==> config.mk <==
export PLATFORM = sky130hd
export DESIGN_NAME = pwm_duty_sequencer
export DESIGN_NICKNAME = d
export VERILOG_FILES = /design/src/rtl/pwm_seq_pkg.sv /design/src/rtl/pwm_seq_table.sv /design/src/rtl/pwm_duty_sequencer.sv
export SDC_FILE = /design/constraint.sdc
export NUM_CORES = 1
export LEC_CHECK = 0
export BUFFER_PORTS_ARGS = -buffer_cell sky130_fd_sc_hd__buf_4
export CAP_MARGIN = 10
export CORE_MARGIN = 10
export CORE_UTILIZATION = 45
export DETAILED_ROUTE_END_ITERATION = 12
export PLACE_DENSITY = 0.75
export REMOVE_ABC_BUFFERS = 1
export SYNTH_ARGS = -nofsm -noshare
export SYNTH_HDL_FRONTEND = slang
export SYNTH_SLANG_ARGS = --single-unit
==> constraint.sdc <==
create_clock -name clk_50MHz -period 2.98 [get_ports clk_50MHz]
set_input_delay 0.447 -clock clk_50MHz [delete_from_list [all_inputs] [get_ports clk_50MHz]]
set_output_delay 0.447 -clock clk_50MHz [all_outputs]
set_load 0.03 [all_outputs]
==> src/rtl/pwm_seq_pkg.sv <==
// rtl/pwm_seq_pkg.sv - shared types, constants and clamp helper for the PWM duty sequencer
package pwm_seq_pkg;

    localparam int PW_MAX = 20;
    localparam int PW_W   = 4;
    localparam int DEPTH  = 8;
    localparam int IDX_W  = $clog2(DEPTH);

    typedef enum logic [1:0] {
        IDLE,
        ARM,
        RUN
    } state_t;

    function automatic int unsigned pw_clamp(input int unsigned value);
        return (value > PW_MAX) ? PW_MAX : value;
    endfunction

endpackage

==> src/rtl/pwm_seq_table.sv <==
// rtl/pwm_seq_table.sv - duty table: clamped synchronous write, asynchronous read
module pwm_seq_table #(
    parameter int DEPTH = pwm_seq_pkg::DEPTH,
    parameter int PW_W  = pwm_seq_pkg::PW_W,
    localparam int IDX_W = $clog2(DEPTH)
) (
    input  logic             clk_50MHz,
    input  logic             reset,
    input  logic             wr_en,
    input  logic [IDX_W-1:0] wr_addr,
    input  logic [PW_W-1:0]  wr_data,
    input  logic [IDX_W-1:0] rd_addr,
    output logic [PW_W-1:0]  rd_data
);
    import pwm_seq_pkg::pw_clamp;

    logic [PW_W-1:0] mem [DEPTH];
    logic [PW_W-1:0] wr_clamped;

    assign wr_clamped = PW_W'(pw_clamp(32'(wr_data)));

    always_ff @(posedge clk_50MHz or posedge reset) begin
        if (reset) begin
            for (int i = 0; i < DEPTH; i++) begin
                mem[i] <= '0;
            end
        end else if (wr_en) begin
            mem[wr_addr] <= wr_clamped;
        end
    end

    // Combinational read sees pre-edge contents, so a coincident write loads the old value.
    assign rd_data = mem[rd_addr];

endmodule

==> src/rtl/pwm_duty_sequencer.sv <==
// rtl/pwm_duty_sequencer.sv - steps PWM pulse_width through a duty table on period boundaries
module pwm_duty_sequencer #(
    parameter int DEPTH   = pwm_seq_pkg::DEPTH,
    parameter int PW_W    = pwm_seq_pkg::PW_W,
    parameter int IDLE_PW = 0,
    localparam int IDX_W  = $clog2(DEPTH)
) (
    input  logic             clk_50MHz,
    input  logic             reset,
    input  logic             period_tick,
    input  logic             wr_en,
    input  logic [IDX_W-1:0] wr_addr,
    input  logic [PW_W-1:0]  wr_data,
    input  logic             start,
    input  logic             stop,
    input  logic             loop_mode,
    input  logic [3:0]       dwell,
    input  logic [IDX_W-1:0] last_idx,
    output logic [PW_W-1:0]  pulse_width,
    output logic [IDX_W-1:0] step_idx,
    output logic             busy,
    output logic             done
);
    import pwm_seq_pkg::state_t;
    import pwm_seq_pkg::IDLE;
    import pwm_seq_pkg::ARM;
    import pwm_seq_pkg::RUN;

    state_t           state;
    logic             stop_pending;
    logic             loop_lat;
    logic [3:0]       dwell_m1;
    logic [3:0]       dwell_cnt;
    logic [IDX_W-1:0] last_lat;
    logic [IDX_W-1:0] rd_addr;
    logic [PW_W-1:0]  rd_data;
    logic             at_last;
    logic             end_seq;

    pwm_seq_table #(
        .DEPTH (DEPTH),
        .PW_W  (PW_W)
    ) u_table (
        .clk_50MHz (clk_50MHz),
        .reset     (reset),
        .wr_en     (wr_en),
        .wr_addr   (wr_addr),
        .wr_data   (wr_data),
        .rd_addr   (rd_addr),
        .rd_data   (rd_data)
    );

    assign at_last = (step_idx == last_lat);
    assign rd_addr = (state == RUN && !at_last) ? step_idx + 1'b1 : '0;

    always_comb begin
        end_seq = 1'b0;
        if (period_tick) begin
            if (state == ARM) begin
                end_seq = stop_pending || stop;
            end else if (state == RUN) begin
                end_seq = stop_pending || stop ||
                          (dwell_cnt == 4'd0 && at_last && !loop_lat);
            end
        end
    end

    always_ff @(posedge clk_50MHz or posedge reset) begin
        if (reset) begin
            state        <= IDLE;
            stop_pending <= 1'b0;
            loop_lat     <= 1'b0;
            dwell_m1     <= 4'd0;
            dwell_cnt    <= 4'd0;
            last_lat     <= '0;
            pulse_width  <= PW_W'(IDLE_PW);
            step_idx     <= '0;
            busy         <= 1'b0;
            done         <= 1'b0;
        end else begin
            done <= 1'b0;
            if (end_seq) begin
                state        <= IDLE;
                stop_pending <= 1'b0;
                pulse_width  <= PW_W'(IDLE_PW);
                step_idx     <= '0;
                busy         <= 1'b0;
                done         <= 1'b0 | 1'b1;
            end else begin
                case (state)
                    IDLE: begin
                        if (start) begin
                            // dwell of 0 wraps to a reload of 15, i.e. 16 periods
                            loop_lat     <= loop_mode;
                            dwell_m1     <= dwell - 4'd1;
                            last_lat     <= last_idx;
                            step_idx     <= '0;
                            stop_pending <= 1'b0;
                            busy         <= 1'b1;
                            state        <= ARM;
                        end
                    end
                    ARM: begin
                        if (period_tick) begin
                            pulse_width <= rd_data;
                            step_idx    <= '0;
                            dwell_cnt   <= dwell_m1;
                            state       <= RUN;
                        end else if (stop) begin
                            stop_pending <= 1'b1;
                        end
                    end
                    RUN: begin
                        if (period_tick) begin
                            if (dwell_cnt != 4'd0) begin
                                dwell_cnt <= dwell_cnt - 4'd1;
                            end else begin
                                step_idx    <= at_last ? '0 : step_idx + 1'b1;
                                pulse_width <= rd_data;
                                dwell_cnt   <= dwell_m1;
                            end
                        end else if (stop) begin
                            stop_pending <= 1'b1;
                        end
                    end
                    default: state <= IDLE;
                endcase
            end
        end
    end

endmodule

==> impl_metrics.py, run 1 <==
metrics = {
    "yosys": {
        "yosysWarnings": 0,
        "synth-edff-count": 0,
        "synth_seq_cells": 56,
        "seq_area_frac_synth_pct": 49.0,
        "synth_ff_type": "dfrtp_1",
        "postSynthAreaPerCell_um2": 11.6,
        "async_flop_share_pct": 100,
        "syn-instance-count": 247,
        "syn-cell-area_um2": 2860,
        "yosys.cell_types.count": 45,
    },
    "cts": {
        "clkTransAtPathRegs_ps": 100,
        "clk_latency_ps": 320,
        "clock-root-buffer": "clkbuf_8",
        "cts_inserted_buffers": 5,
        "cts_max_level": 2,
        "numClockSinks": 56,
        "postCtsSetupBuffers": 0,
        "tritoncts_clock_tree": "done",
        "clock_path_buffers": 2,
        "ctsResizeCount": 0,
        "ctsHoldBuffers": 0,
    },
    "timing": {
        "setup_repair_after_global_routing_missed_its_margin": "no",
        "fmaxAchievable_mhz": 373,
        "count_of_final_max_slew_check_failures": 0,
        "tightest_slew_ps": 738,
        "setup_tns_ps": 0,
        "whs_ps": 83.4,
        "finClkSkew_ps": 4.83,
        "timing.max_slew.rel_slack_pct": 50.3,
        "finalWorstPathRequiredPeriod_ps": 2680,
        "finalHoldViolations": 0,
        "finalSetupViolations": 0,
        "layout_worst_path_cycle_share_pct": 90.0,
    },
    "drt": {
        "antenna_violating_nets_post_route": 0,
        "drt-pass1-iter-count": 4,
        "postRouteWirelength_mm": 6.00,
        "drt_drc_violations_left": 0,
        "vias": 2023,
        "detail_routed_net_length_per_standard_cell_um": 16.8,
        "detailed_router_s_first_iteration_violation_count": 76,
        "detailed_route_vias_per_instance": 5.67,
    },
    "power": {
        "p_per_area_nw_per_um2": 840,
        "leakagePower_nw": 1.43,
        "vdd.ir_drop.worst_mv": 0.421,
        "p_total_mw": 2.75,
    },
    "die": {
        "start_util_pct": 47.2,
        "design.die.area_um2": 9940,
        "die-height_um": 99.7,
        "core_region_area_um2": 6060,
        "row_count": 28,
        "die_width_um": 99.7,
        "num_io_pins": 30,
    },
    "grt": {
        "global_route.usage.total_pct": 11.9,
        "first_global_vias": 2078,
        "antenna_found_initial": 0,
        "gr-total-overflow": 0,
        "global_route_wire_length_before_repair_mm": 9.72,
        "grt_start_max_net_pins": 22,
    },
    "final_layout": {
        "areaGrowthSynthToFinish_pct": 14.5,
        "final_common_cell": "dfrtp_1",
        "fillerInstances": 531,
        "final_layout_size_suffix_gt1_share_pct": 31.6,
        "layout_common_cells": "56 x dfrtp_1, 36 x mux2_2, 34 x buf_4",
        "nets": 309,
        "diodes": 0,
        "postLayoutCoreUtil_pct": 54.0,
    },
    "place": {
        "hpwlAfterDp_mm": 4.51,
        "place_congestion": 0.881,
        "io_buffers": 29,
    },
    "worst_setup_path": {
        "r2r-start": "dwell_cnt[0]$_DFFE_PP0P_",
        "worst-r2r-cell-count": 6,
        "critPathRequiredTime_ps": 3190,
        "worst-setup-path-type": "reg -> reg",
        "cp_cell_sequence": "inv_1 -> ha_1 -> or3b_1 -> or4_4 -> o2111ai_1 -> mux2_2",
        "worst-path-max-fanout": 6,
        "worst_setup_path_startpoint": "dwell_cnt[0]$_DFFE_PP0P_",
        "worstSetupEndpointType": "flip-flop",
        "worst-endpoint-arrival_ps": 2900,
        "timing.critical_path.slowest_stage_cell": "or4_4",
        "worst_path_largest_cell_delay_ps": 540,
        "worstSetupStartpointType": "flip-flop",
    },
    "status": {
        "status": "complete, no violations",
    },
    "run": {
        "number_of_max_capacitance_violations_reported": 0,
    },
    "min_path": {
        "holdCritPathClass": "in -> async",
    },
}
## per-layer routing
layer | part of all wire (%) | vias up | GRT usage (%)
met5 | 0 | - | 0
met1 | 46 | 987 | 14.9
met2 | 48 | 38 | 19.4
met4 | 1.5 | 0 | 4.63
met3 | 4.5 | 10 | 2.91
li1 | - | 988 | -
## logic make-up after synthesis
group / count (synthesis) / share of synthesized area (%)
flip-flops: 56 / 49.0
AO/OA/AOI/OAI: 52 / 13.3
AND/OR/NAND/NOR: 62 / 11.2
multiplexers: 44 / 18.7
XOR/XNOR: 6 / 1.84
buffers and inverters: 20 / 2.80
adder cells (fa/ha/maj): 7 / 3.06
## final timing paths
| path | endpoint | slack [ps] |
|---|---|---|
| hold / removal | dwell_cnt[2]$_DFFE_PP0P_ | 80 |
| setup reg to reg | loop_lat$_DFFE_PP0P_ | 300 |
| hold reg to reg | dwell_m1[0]$_DFFE_PP0P_ | 500 |
| max in group asynchronous | u_table.mem[26]$_DFFE_PP0P_ | 2300 |
| setup / recovery | loop_lat$_DFFE_PP0P_ | 300 |
| min in group clk_50MHz | dwell_m1[0]$_DFFE_PP0P_ | 320 |
## flip-flops by register name, summed over array words and instances, names as in the netlist
signal and count:
dwell_m1 4, u_table.mem 32, pulse_width 4, state 2
done 1, dwell_cnt 4, busy 1, stop_pending 1
last_lat 3, loop_lat 1, step_idx 3
## metrics by stage
stage          setup WS (ps)  instances  instance area [um2]
3_3_place_gp             361        349                 3180
2_1_floorplan            235        240                 2830
4_1_cts                  281        357                 3270
3_5_place_dp             298        349                 3180
6_report                 297        357                 3270
5_1_grt                  181        357                 3270
## report_power, final
| part | switching [mW] | internal (mW) | total [mW] |
|---|---|---|---|
| Sequential | 0.161 | 0.993 | 1.15 |
| Combinational | 0.632 | 0.518 | 1.15 |
| Clock | 0.255 | 0.191 | 0.446 |
## cell usage after synthesis, drive strengths merged (3+ instances only)
cell type	count	share of area, %
nor3b	3	0.79
mux2	36	14
xnor2	4	1.2
a211oi	5	1.3
mux2i	4	1.4
nor3	10	1.8
nor2	11	1.4
ha	7	3.1
o22ai	5	1.1
o31a	4	1.2
nand4b	3	0.92
a21oi	4	0.70
inv	13	1.7
nand4	4	0.88
mux4	4	3.2
nand3	8	1.4
clkbuf	5	0.66
dfrtp	56	49
o21ai	14	2.5
nand2	16	2.1
## worst max-delay path: cells and delay by family (launching register included)
family	cells	cell delay, ps
and+or+nand+nor	2	1000
AOI/OAI and AO/OA	1	510
DFF	1	400
muxes	1	400
adders and majority gates	1	170
buffers and inverters	1	80
## final cells by class
class / count / area, um2 / area share (%)
inverter: 13 / 48.8 / 1.49
clock buffer: 6 / 82.6 / 2.52
timing repair buffer: 34 / 255 / 7.80
tap: 75 / 93.8 / 2.87
sequential: 56 / 1400 / 42.8
multi-input combinational: 171 / 1380 / 42.1
clock inverter: 2 / 13.8 / 0.420
Power figures use the tool's default switching activity.
==> run 2, diff against run 1 <==
- ABC_AREA: not set -> 1
==> run 2 against run 1 <==
Net effect: area after synthesis up 2.8%; final cell count is 32% higher; design area grew 1.6%; total power up 1.5%; clock skew down 1.4 ps; non-clock buffer count shrank 2; routed wire length grew 17%; core utilization decreased by 1.7 points; highest routed layer unchanged.
==> impl_metrics.py, run 2 <==
metrics = {
    "worst_setup_path": {
        "worst-endpoint-arrival_ps": 2170,
        "worstSetupStartpointType": "flip-flop",
        "worst-r2r-cell-count": 13,
        "critical_path.reg2reg.endpoint": "step_idx[0]$_DFFE_PP0P_",
        "worst-setup-path-type": "reg -> reg",
        "worst-path-max-fanout": 9,
        "worstSetupEndpointType": "flip-flop",
        "r2r-start": "state[1]$_DFFE_PP0P_",
        "critPathRequiredTime_ps": 3190,
        "regToRegSetupSlack_ps": 1020,
    },
    "final_layout": {
        "postLayoutCoreUtil_pct": 52.4,
        "nets": 422,
        "postLayoutCellArea_um2": 3320,
        "layout_common_cells": "114 x nand2_1, 56 x dfrtp_1, 34 x o21ai_1",
        "top_register": "u_table.mem",
        "multi_input_comb_area_um2": 1360,
        "final_layout_size_suffix_gt1_share_pct": 15.7,
        "fillerInstances": 619,
        "largest_register_ff_count": 32,
        "final_common_cell": "nand2_1",
        "areaGrowthSynthToFinish_pct": 13.1,
        "area_of_all_sequential_standard_cells_um2": 1400,
        "diodes": 0,
    },
    "grt": {
        "grt_start_max_net_pins": 32,
        "gr-total-overflow": 0,
        "antenna_found_initial": 0,
        "global_route.usage.total_pct": 14.3,
        "first_global_vias": 2498,
        "global_route_wire_length_before_repair_mm": 11.8,
    },
    "cts": {
        "ctsResizeCount": 0,
        "cts_inserted_buffers": 5,
        "ctsHoldBuffers": 0,
        "clk_latency_ps": 310,
        "numClockSinks": 56,
        "clock-root-buffer": "clkbuf_8",
        "postCtsSetupBuffers": 0,
        "cts_max_level": 2,
        "clock_path_buffers": 2,
        "tritoncts_clock_tree": "done",
        "clkTransAtPathRegs_ps": 100,
    },
    "timing": {
        "whs_ps": 224,
        "timing.max_slew.rel_slack_pct": 47.5,
        "tightest_slew_ps": 781,
        "finalWorstPathRequiredPeriod_ps": 1960,
        "count_of_final_max_slew_check_failures": 0,
        "finClkSkew_ps": 3.48,
        "finalHoldViolations": 0,
        "layout_worst_path_cycle_share_pct": 65.7,
        "fmaxAchievable_mhz": 511,
        "finalSetupViolations": 0,
        "setup_repair_after_global_routing_missed_its_margin": "no",
        "setup_tns_ps": 0,
    },
    "drt": {
        "antenna_violating_nets_post_route": 0,
        "drt-pass1-iter-count": 5,
        "postRouteWirelength_mm": 6.99,
        "detailed_route_vias_per_instance": 5.34,
        "detailed_router_s_first_iteration_violation_count": 177,
        "vias": 2522,
        "drt_drc_violations_left": 0,
        "detail_routed_net_length_per_standard_cell_um": 14.8,
    },
    "yosys": {
        "synth_area_leader_cell": "dfrtp_1",
        "yosysWarnings": 0,
        "yosys.cell_types.count": 28,
        "synth-edff-count": 0,
        "synth_seq_cells": 56,
        "syn-instance-count": 362,
        "post_synth_most_frequent_cells": "114 x nand2_1, 56 x dfrtp_1, 34 x o21ai_1",
        "synth_ff_type": "dfrtp_1",
        "seq_area_frac_synth_pct": 47.7,
        "postSynthAreaPerCell_um2": 8.12,
        "synth_largest_type_area_fraction_pct": 47.7,
        "synthTopCellsByArea": "dfrtp_1 48%, nand2_1 15%, o21ai_1 5.8%, nand3_1 4.9%, inv_1 3.8%",
        "async_flop_share_pct": 100,
        "syn-cell-area_um2": 2940,
        "yosysMostFrequentCell": "nand2_1",
    },
    "run": {
        "number_of_max_capacitance_violations_reported": 0,
    },
    "die": {
        "die_width_um": 101,
        "start_util_pct": 46.3,
        "row_count": 29,
        "num_io_pins": 30,
        "design.die.area_um2": 10200,
        "core_region_area_um2": 6350,
        "die-height_um": 101,
    },
    "power": {
        "vdd.ir_drop.worst_mv": 0.400,
        "leakagePower_nw": 1.68,
        "p_total_mw": 2.79,
        "p_per_area_nw_per_um2": 840,
    },
    "place": {
        "hpwlAfterDp_mm": 5.32,
        "io_buffers": 29,
        "placed_cell_area_um2": 3230,
        "place_congestion": 0.870,
    },
    "status": {
        "status": "complete, no violations",
    },
    "min_path": {
        "holdCritPathClass": "in -> async",
    },
}
-- run 2: cell families (layout without fill, tap and decap cells) --
| logic type | count (synthesis) | after routing | synth area share, % |
|---|---|---|---|
| AOI/OAI and AO/OA | 54 | 54 | 9.83 |
| adders and majority gates | 7 | 7 | 2.98 |
| buffers and inverters | 43 | 76 | 6.17 |
| xor gates and xnor gates | 5 | 5 | 1.49 |
| DFF | 56 | 56 | 47.7 |
| and+or+nand+nor | 197 | 197 | 31.9 |
-- run 2: through the flow --
step                      setup WS, ps  instances
final                             1020        472
after detailed placement          1030        464
after floorplan                    921        355
after global placement            1110        464
after CTS                          985        472
after global routing               786        472
-- run 2: layer usage --
layer	track usage, %	vias to the layer above	routed length (um)
li1	-	1254	-
met1	16.7	1187	3050
met2	24.3	64	3410
met3	3.16	17	343
met4	6.30	0	194
met5	0	-	0
-- run 2: area by class of cell --
class	count	area share (%)
multi-input cells	263	40.8
repair buffers	32	7.23
clock inverters	1	0.226
inverters	36	4.06
flip-flops and latches	56	42.2
well taps	77	2.90
clock buffers	7	2.60
-- run 2: worst max path at each step --
stage                    startpoint                    endpoint  depth (start not counted)
2_1_floorplan  state[0]$_DFFE_PP0P_  pulse_width[0]$_DFFE_PP0P_                          9
3_3_place_gp   state[1]$_DFFE_PP0P_     step_idx[0]$_DFFE_PP0P_                         13
3_5_place_dp   state[1]$_DFFE_PP0P_     step_idx[0]$_DFFE_PP0P_                         13
4_1_cts        state[1]$_DFFE_PP0P_     step_idx[0]$_DFFE_PP0P_                         13
5_1_grt        state[1]$_DFFE_PP0P_     step_idx[0]$_DFFE_PP0P_                         13
6_report       state[1]$_DFFE_PP0P_     step_idx[0]$_DFFE_PP0P_                         13
-- run 2: power by group --
group | internal (mW) | total [mW] | leakage [nW] | switching (mW)
registers | 0.975 | 1.13 | 0.697 | 0.152
logic | 0.432 | 1.22 | 0.936 | 0.792
clock network | 0.190 | 0.441 | 0.0445 | 0.251
total | 1.60 | 2.79 | 1.68 | 1.20
-- run 2: critical path: stages (launching register included) --
cell     delay, ps
dfrtp_1        410
inv_1           80
ha_1           220
or2_1          210
nor2_1         130
nand3_2        120
nand2_4        100
nand2_4        110
nand3_2         90
nand2_1         70
inv_2          100
nand2_2         80
nand2_1         70
nand2_1         60
